$ cat src/rtl/yonga_can_tx_scheduler.sv
// yonga_can_tx_scheduler
// Shares one CAN controller between N_MBOX transmit mailboxes. The mailbox
// with the lowest arbitration id wins (ties go to the lowest index). The
// winner is launched with a one-cycle o_send pulse. The block then waits for
// the controller's outcome and reports it as a one-cycle done/err pulse.
// No-ACK and bit errors are retried through a fresh arbitration, up to
// RETRY_MAX launches per mailbox. A watchdog fails a frame that never
// completes.
//
// Ports
//   i_sched_clk / i_sched_rst_n : clock, async active-low reset
//   i_mbox_req      [N_MBOX]    : per-mailbox pending request (level)
//   i_mbox_id       [N_MBOX*29] : arbitration key, mailbox k at [29k+28:29k]
//   i_config_enable             : config mode, blocks new launches
//   i_tx_done, i_tx_sts_code    : controller outcome (3 ok, 1 no-ACK, 2 arb lost)
//   o_send                      : one-cycle launch pulse
//   o_sel                       : mailbox being transmitted
//   o_busy                      : high in SELECT / LAUNCH / WAIT
//   o_mbox_done / o_mbox_err    : one-hot, one-cycle outcome pulses
//   o_arb_lost_cnt              : saturating count of arbitration-lost events
// TIMEOUT_CYC must be in 2..65535.
module yonga_can_tx_scheduler #(
  parameter int N_MBOX      = 4,
  parameter int RETRY_MAX   = 8,
  parameter int TIMEOUT_CYC = 65535,
  localparam int SEL_W      = (N_MBOX > 1) ? $clog2(N_MBOX) : 1
) (
  input  logic                 i_sched_clk,
  input  logic                 i_sched_rst_n,
  input  logic [N_MBOX-1:0]    i_mbox_req,
  input  logic [N_MBOX*29-1:0] i_mbox_id,
  input  logic                 i_config_enable,
  input  logic                 i_tx_done,
  input  logic [2:0]           i_tx_sts_code,
  output logic                 o_send,
  output logic [SEL_W-1:0]     o_sel,
  output logic                 o_busy,
  output logic [N_MBOX-1:0]    o_mbox_done,
  output logic [N_MBOX-1:0]    o_mbox_err,
  output logic [7:0]           o_arb_lost_cnt
);

  localparam logic [3:0]  RETRY_LIM = 4'(RETRY_MAX);
  localparam logic [15:0] WDOG_LAST = 16'(TIMEOUT_CYC - 1);
  localparam logic [2:0]  STS_OK    = 3'd3;
  localparam logic [2:0]  STS_ARB   = 3'd2;

  typedef enum logic [1:0] {S_IDLE, S_SELECT, S_LAUNCH, S_WAIT} state_t;

  state_t                  state;
  logic [N_MBOX-1:0][3:0]  retry_cnt;
  logic [15:0]             wdog;
  logic [2:0]              sts_q;
  logic [SEL_W-1:0]        win_idx;
  logic [28:0]             best_id;
  logic                    found;
  logic                    arb_edge;

  // Lowest id wins. The strict '<' keeps the earlier (lower) index on ties.
  always_comb begin
    win_idx = '0;
    best_id = '1;
    found   = 1'b0;
    for (int k = 0; k < N_MBOX; k++) begin
      if (i_mbox_req[k] && (!found || (i_mbox_id[29*k +: 29] < best_id))) begin
        win_idx = SEL_W'(k);
        best_id = i_mbox_id[29*k +: 29];
        found   = 1'b1;
      end
    end
  end

  // Count only the transition into "arbitration lost". The controller
  // re-arbitrates on its own, so a held code is a single event.
  assign arb_edge = (state == S_WAIT) && (i_tx_sts_code == STS_ARB) &&
                    (sts_q != STS_ARB);

  always_ff @(posedge i_sched_clk or negedge i_sched_rst_n) begin
    if (!i_sched_rst_n) begin
      state          <= S_IDLE;
      o_send         <= 1'b0;
      o_sel          <= '0;
      o_busy         <= 1'b0;
      o_mbox_done    <= '0;
      o_mbox_err     <= '0;
      o_arb_lost_cnt <= '0;
      retry_cnt      <= '0;
      wdog           <= '0;
      sts_q          <= '0;
    end else begin
      o_send      <= 1'b0;
      o_mbox_done <= '0;
      o_mbox_err  <= '0;
      sts_q       <= i_tx_sts_code;
      if (arb_edge && (o_arb_lost_cnt != 8'hFF))
        o_arb_lost_cnt <= o_arb_lost_cnt + 8'd1;

      case (state)
        S_IDLE: begin
          if (!i_config_enable && (|i_mbox_req)) begin
            state  <= S_SELECT;
            o_busy <= 1'b1;
          end
        end
        S_SELECT: begin
          o_sel <= win_idx;
          if (i_config_enable || !(|i_mbox_req)) begin
            state  <= S_IDLE;
            o_busy <= 1'b0;
          end else begin
            state  <= S_LAUNCH;
            o_send <= 1'b1;
          end
        end
        S_LAUNCH: begin
          retry_cnt[o_sel] <= retry_cnt[o_sel] + 4'd1;
          // The launch cycle counts as the first elapsed cycle, so the err
          // pulse lands TIMEOUT_CYC cycles after the o_send pulse.
          wdog  <= 16'd1;
          state <= S_WAIT;
        end
        S_WAIT: begin
          wdog <= wdog + 16'd1;
          // A done pulse takes priority over a watchdog expiry in the same cycle.
          if (i_tx_done) begin
            if (i_tx_sts_code == STS_OK) begin
              o_mbox_done[o_sel] <= 1'b1;
              retry_cnt[o_sel]   <= '0;
              state              <= S_IDLE;
              o_busy             <= 1'b0;
            end else if (retry_cnt[o_sel] == RETRY_LIM) begin
              o_mbox_err[o_sel]  <= 1'b1;
              retry_cnt[o_sel]   <= '0;
              state              <= S_IDLE;
              o_busy             <= 1'b0;
            end else begin
              // Re-arbitrate so a higher-priority mailbox can pre-empt the retry.
              state <= S_SELECT;
            end
          end else if (wdog == WDOG_LAST) begin
            o_mbox_err[o_sel] <= 1'b1;
            retry_cnt[o_sel]  <= '0;
            state             <= S_IDLE;
            o_busy            <= 1'b0;
          end
        end
        default: begin
          state  <= S_IDLE;
          o_busy <= 1'b0;
        end
      endcase
    end
  end

endmodule

$ cat config.mk
export PLATFORM = sky130hd
export DESIGN_NAME = yonga_can_tx_scheduler
export DESIGN_NICKNAME = d
export VERILOG_FILES = /design/src/rtl/yonga_can_tx_scheduler.sv
export SDC_FILE = /design/constraint.sdc
export NUM_CORES = 1
export LEC_CHECK = 0
export CORE_UTILIZATION = 40
export DETAILED_ROUTE_END_ITERATION = 7
export GPL_TIMING_DRIVEN = 1
export PLACE_DENSITY = 0.64
export SETUP_SLACK_MARGIN = 0.5
export SLEW_MARGIN = 15
export SYNTH_ARGS = -nofsm -noshare
export SYNTH_HDL_FRONTEND = slang
export SYNTH_SLANG_ARGS = --single-unit
$ cat constraint.sdc
create_clock -name i_sched_clk -period 3.2 [get_ports i_sched_clk]
set_clock_uncertainty 0.2 [all_clocks]
set_input_delay 0.32 -clock i_sched_clk [delete_from_list [all_inputs] [get_ports i_sched_clk]]
set_output_delay 0.32 -clock i_sched_clk [all_outputs]
set_load 0.01 [all_outputs]
==> results.ini <==
[route]
vias=5630
drcViolationCount=0
drt_wl_total_um=16950
ant_nets=0
post_drt_wl_per_cell_um=15.80
drtPass1Iterations=5
viasPerCell=5.247
drt_iter0_drc=225

[worst_hold_path]
hp-class=reg2reg

[synthesis]
async_reset_ff_share_pct=100.0
netlist_area_um2=5523
synth_enable_flop_cells=0
synth_cell_type_count=62
syn_inst=638
ys_ff_latch=57
syn_avg_cell_area_um2=8.656
syn_nets=850
ys.flop_type=dfrtp_1
yosysSeqAreaShare_pct=25.83
yosysWarnings=0

[placement]
port-buffer-count=146
dp_hpwl_um=13200
place_area_um2=7811
gp_congestion=0.8828

[clock_network]
cts_sinks=57
clk_latency_ps=320
htreeDepth=3
cts_inserted_buffers=9
tritoncts=done
path_clk_slew_ps=50
clockBufferDepth=2
ctsRootBufferMaster=clkbuf_16

[finish]
fill_cells=1081
final_layout_size_suffix_gt1_share_pct=27.42
post-route-util_pct=66.11
area_growth_pct=59.79
final_area_um2=8825
fin_nets=1105
mostFrequentLayoutCells=clkdlybuf4s50_1 (133), buf_4 (101), ha_1 (71)
antennaDiodeCount=0
layout_commonest_cell=clkdlybuf4s50_1

[die]
ioPinCount=147
die_h_um=119.5
start_util_pct=41.38
core_um2=13350
die_x_um=119.5
die-area_um2=14280
rows=42

[timing]
fmax_mhz=152.3
setup_tns_ps=-6708
hold_violations=0
maxSlewViolCount=0
rsz0062_at_grt=true
whs_ps=285.3
worst_slack_ps=-3364
relSlewSlack_pct=52.23
min_period_over_period_pct=205.1
finalCriticalPeriod_ps=6564
setup_viol=2
tightestPinTransition_ps=716.5

[outcome]
status=finished with violations
failed_checks=negative setup slack

[setup_path]
cp_data_arrival_time_ps=6570
crit_path_frequent_cell=buf_6
crit_type=in2reg
worstPathMaxFanout=7
slowest_delay_ps=490
startpoint_type=input port
crit_path_end_kind=register
crit_slowest_cell=or4b_4
required_ps=3210

[grt]
grt_overflow=0
antenna_found_initial=0
grt_pass1_wl_um=27340
grt_max_degree=58
grtUsageTotal_pct=23.86
grt_pass1_vias=5759

[pwr]
leakage_nw=4.098
powerDensity_nw_per_um2=438.9
peakVddDrop_uv=436.8

[run]
drv_cap=0

synthesized netlist by cell type (all sizes together) (15+ instances only):
library cell	number	area (µm²)
a21o	20	150.1
inv	39	146.4
a21oi	33	165.2
nand2	57	214.0
nor2b	36	225.2
dfrtp	57	1426
mux2	38	427.9
nor2	47	176.4
ha	85	1064
o21ai	51	255.2
nand3	15	75.07
nand4	23	143.9
power by group:
group / leakage (nW) / switching [mW] / internal [mW]
combinational: 3.22 / 0.912 / 1.06
clock: 0.128 / 0.305 / 0.536
sequential: 0.750 / 0.180 / 0.877
total: 4.10 / 1.40 / 2.48
cells by family after synthesis:
kind of cell | after synthesis | share of synthesized area [%]
AO/OA/AOI/OAI | 150 | 17.17
XOR/XNOR | 19 | 3.013
adder cells (fa/ha/maj) | 86 | 19.44
buffers and inverters | 60 | 4.554
flip-flops | 57 | 25.83
multiplexers | 43 | 9.561
AND/OR/NAND/NOR | 223 | 20.44
sequential cells by signal, summed over array words and instances, names as in the netlist, named ones only:
signal	flops
retry_cnt	16
wdog	16
o_arb_lost_cnt	8
o_mbox_done	4
o_mbox_err	4
sts_q	3
o_sel	2
o_busy	1
o_send	1
state	1
layout make-up:
cell class | instances | area (µm²) | area share (%)
Multi-Input combinational cell | 522 | 4338 | 49.16
Timing Repair Buffer | 264 | 2427 | 27.51
Sequential cell | 57 | 1429 | 16.19
Clock buffer | 12 | 246.5 | 2.793
Tap cell | 176 | 220.2 | 2.495
Inverter | 39 | 146.4 | 1.659
Clock inverter | 3 | 17.52 | 0.1985
stage by stage:
| stage | power (mW) | setup slack (ps) | instances |
|---|---|---|---|
| floorplan | 2.098 | -2886 | 638 |
| global placement | 2.691 | -4096 | 1013 |
| detailed placement | 2.751 | -4287 | 1013 |
| CTS | 3.702 | -3390 | 1054 |
| global route | 4.133 | -3583 | 1073 |
| finish | 3.873 | -3364 | 1073 |
what timing repair did:
item	4_1_cts	5_1_grt
endpoints found under the hold margin	57	0
cloned	2	0
endpoints found under the setup margin	17	17
hold buffers	1	0
resized for setup	51	48
setup buffers	23	19
pin swaps	24	39
metal layers:
| layer | vias to the layer above | part of all wire [%] | track usage, % |
|---|---|---|---|
| met5 | - | 0 | 0 |
| met4 | 0 | 1.6 | 6.250 |
| met3 | 20 | 4.7 | 3.945 |
| met2 | 142 | 51 | 43.42 |
| met1 | 2652 | 43 | 28.91 |
| li1 | 2816 | - | - |
worst max-delay path: cells and delay by family:
family	cells	cell delay [ps]
simple gates	7	1670
buf+inv	8	1080
mux	1	300
fa+ha+maj	3	800
compound gates	15	2370
path summary, 6_finish.rpt:
path                                           to     startpoint  slack, ps  depth (start not counted)
worst max-delay path                     o_sel[0]  i_mbox_req[0]      -3360                         34
worst min-delay path                retry_cnt[14]  retry_cnt[14]        290                          1
worst max register to register      retry_cnt[13]       o_sel[0]        560                          9
worst min register to register      retry_cnt[14]  retry_cnt[14]        290                          1
max in group asynchronous                o_sel[1]  i_sched_rst_n       1820                          3
min in group asynchronous       o_arb_lost_cnt[2]  i_sched_rst_n        460                          3
Power figures use the tool's default switching activity.
==> variant (same flow settings) <==
The 4 states of `state_t` get a one-hot encoding in 4 bits.
--- a/src/rtl/yonga_can_tx_scheduler.sv
+++ b/src/rtl/yonga_can_tx_scheduler.sv
@@ -47,3 +47,3 @@
 
-  typedef enum logic [1:0] {S_IDLE, S_SELECT, S_LAUNCH, S_WAIT} state_t;
+  typedef enum logic [3:0] {S_IDLE = 4'b0001, S_SELECT = 4'b0010, S_LAUNCH = 4'b0100, S_WAIT = 4'b1000} state_t;
 
Check against the original RTL: same outputs for any inputs over 4 cycles, from zero or initial values and one cycle with i_sched_rst_n low; so few cycles prove little.
==> variant against the unedited design <==
- the flow still finishes with violations (negative setup slack)
- clock power increased by 24%
- worst setup slack better by 220 ps
- worst hold slack got worse by 2.4 ps
- area after synthesis increased by 6.1%
- combinational power fell by 11%
- count of clock-buffer cells in the layout unchanged
- utilization grew 3.9 points
- power decreased by 3.5%
- routed wire length is 13% higher
- final area up 12%
- sequential cell count grew 2
- critical endpoint unchanged
- largest cell class unchanged
- highest routed layer unchanged
==> variant: results (changes against the unedited design) <==
<table>
<tr><th>Metric</th><th>Value</th></tr>
<tr><th colspan="2">Status</th></tr>
<tr><td>Result of the run</td><td>complete, but fails checks (unchanged)</td></tr>
<tr><td>Failing checks</td><td>negative setup slack (unchanged)</td></tr>
<tr><th colspan="2">Critical path</th></tr>
<tr><td>Setup slack, reg-to-reg</td><td>500 ps (was 560 ps)</td></tr>
<tr><td>Critical-path top delay cell</td><td>mux2_2 (was or4b_4)</td></tr>
<tr><td>Cell seen most often among critical-path stages</td><td>buf_4 (was buf_6)</td></tr>
<tr><td>Destination of the worst register-to-register timing path</td><td>retry_cnt[1] (was retry_cnt[13])</td></tr>
<tr><td>Data arrival time of the critical path</td><td>6350 ps (was 6570 ps)</td></tr>
<tr><td>Critical Path Max Stage Delay</td><td>330 ps (was 490 ps)</td></tr>
<tr><th colspan="2">Place</th></tr>
<tr><td>Worst slack at placement</td><td>-3950 ps (was -4290 ps)</td></tr>
<tr><td>HPWL after detailed placement</td><td>14100 um (was 13200 um)</td></tr>
<tr><td>Global placer's final weighted congestion</td><td>0.928 (was 0.883)</td></tr>
<tr><th colspan="2">Power and ir drop</th></tr>
<tr><td>VDD IR-drop max</td><td>255 uV (was 437 uV)</td></tr>
<tr><td>Static Leakage</td><td>4.58 nW (was 4.10 nW)</td></tr>
<tr><th colspan="2">Synthesis</th></tr>
<tr><td>Unique cell type count in the Yosys netlist</td><td>58 (was 62)</td></tr>
<tr><td>Sequential element share of the synthesized area</td><td>0.252 (was 0.258)</td></tr>
<tr><td>Commonest cells in the netlist</td><td>ha_1 (85), inv_1 (64), dfrtp_1 (58) (was ha_1 (85), dfrtp_1 (57), nand2_1 (57))</td></tr>
<tr><td>Synth area leaders</td><td>dfrtp_1 (25%), ha_1 (18%), mux2_2 (10%), inv_1 (4.1%), mux2_4 (3.3%) (was dfrtp_1 (26%), ha_1 (19%), mux2_2 (7.5%), o21ai_0 (4.6%), nor2b_1 (4.1%))</td></tr>
<tr><th colspan="2">Layout</th></tr>
<tr><td>Layout cells sized above 1</td><td>0.358 (was 0.274)</td></tr>
<tr><th colspan="2">STA</th></tr>
<tr><td>Final number of setup-violating endpoints</td><td>2 (unchanged)</td></tr>
<tr><td>Final worst slack</td><td>-3150 ps (was -3360 ps)</td></tr>
<tr><th colspan="2">GRT</th></tr>
<tr><td>Overall track demand over capacity in global routing</td><td>0.247 (was 0.239)</td></tr>
<tr><td>Antenna violations before repair</td><td>2 (was 0)</td></tr>
<tr><td>Pin count of the biggest net entering global routing</td><td>31 (was 58)</td></tr>
<tr><th colspan="2">Drt</th></tr>
<tr><td>Violation count after the first detailed-route iteration</td><td>332 (was 225)</td></tr>
<tr><th colspan="2">Worst hold path</th></tr>
<tr><td>Sink of the worst hold path</td><td>wdog[15] (was retry_cnt[14])</td></tr>
</table>
-- variant: cell types whose count changed in the layout (fill, tap and decap cells not counted), moves of 11 or more --
cell / change
ha_1: -25
nor2b_1: -21
a21o_1: -11
mux2_4: +24
ha_4: +23
o21ai_0: -12
clkdlybuf4s50_1: -29
inv_1: +24
dlygate4sd2_1: +26
-- variant: how the worst max path moves through the flow --
stage	slack, ps	end	startpoint
2_1_floorplan	-2830	o_sel[1]	i_mbox_req[0]
3_3_place_gp	-3690	o_sel[1]	i_mbox_req[0]
3_5_place_dp	-3950	o_sel[1]	i_mbox_req[0]
4_1_cts	-3040	o_sel[0]	i_mbox_req[0]
5_1_grt	-3490	o_sel[0]	i_mbox_req[0]
6_report	-3150	o_sel[0]	i_mbox_req[0]
-- variant: stage by stage --
stage	hold slack (ps)	instances	setup TNS [ps]	util	total power, mW
after floorplan	-176	656	-5650	-	1.76
final	283	1103	-6290	0.700	3.74
after global placement	187	1038	-7370	0.589	2.29
after detailed placement	198	1038	-7870	0.589	2.34
after global routing	284	1101	-6970	0.700	3.95
after CTS	282	1081	-6060	0.667	3.56
-- variant: power breakdown --
part	total, mW	internal, mW	switching [mW]
sequential	0.936	0.847	0.0892
clock	1.04	0.721	0.321
combinational	1.76	0.950	0.807
total	3.74	2.52	1.22
-- variant: cell type report --
type / count / area [um2]
clock inverter: 4 / 72.6
sequential: 59 / 1480
fill: 1054 / 4230
antenna: 3 / 7.51
tap: 180 / 225
clock buffer: 12 / 256
inverter: 64 / 240
multi-input combinational: 516 / 5050
timing repair buffer: 265 / 2530
-- variant: critical path, delay by kind of cell --
| kind | cells | cell delay [ps] |
|---|---|---|
| AOI/OAI and AO/OA | 9 | 1780 |
| adders and majority gates | 3 | 850 |
| buffers and inverters | 12 | 1610 |
| muxes | 2 | 650 |
| and+or+nand+nor | 9 | 1140 |
-- variant: cells by family (layout without fill, tap and decap cells) --
kind of cell             after synthesis  count (layout)  share of synthesized area
buffers and inverters                 81             345                     0.0557
multiplexers                          74              74                      0.158
AO/OA/AOI/OAI                        132             132                      0.145
flip-flops                            59              59                      0.252
adder cells (fa/ha/maj)               85              85                      0.181
other                                  0               3                          0
XOR/XNOR                              12              12                     0.0179
AND/OR/NAND/NOR                      213             213                      0.191
-- variant: timing repair --
item / 4_1_cts / 5_1_grt
buffers inserted: 22 / 18
hold buffers: 1 / 0
cloned: 4 / 1
pin swaps: 62 / 38
resized for setup: 134 / 58
setup endpoints to repair: 18 / 24
endpoints found under the hold margin: 28 / 0
-- variant: layer usage --
metal / GRT usage / vias to the layer above / routed length, um
met5: 0 / - / 0
met4: 0.0595 / 0 / 274
met3: 0.0577 / 24 / 1000
met2: 0.426 / 150 / 9500
met1: 0.311 / 2915 / 8450
li1: - / 2907 / -
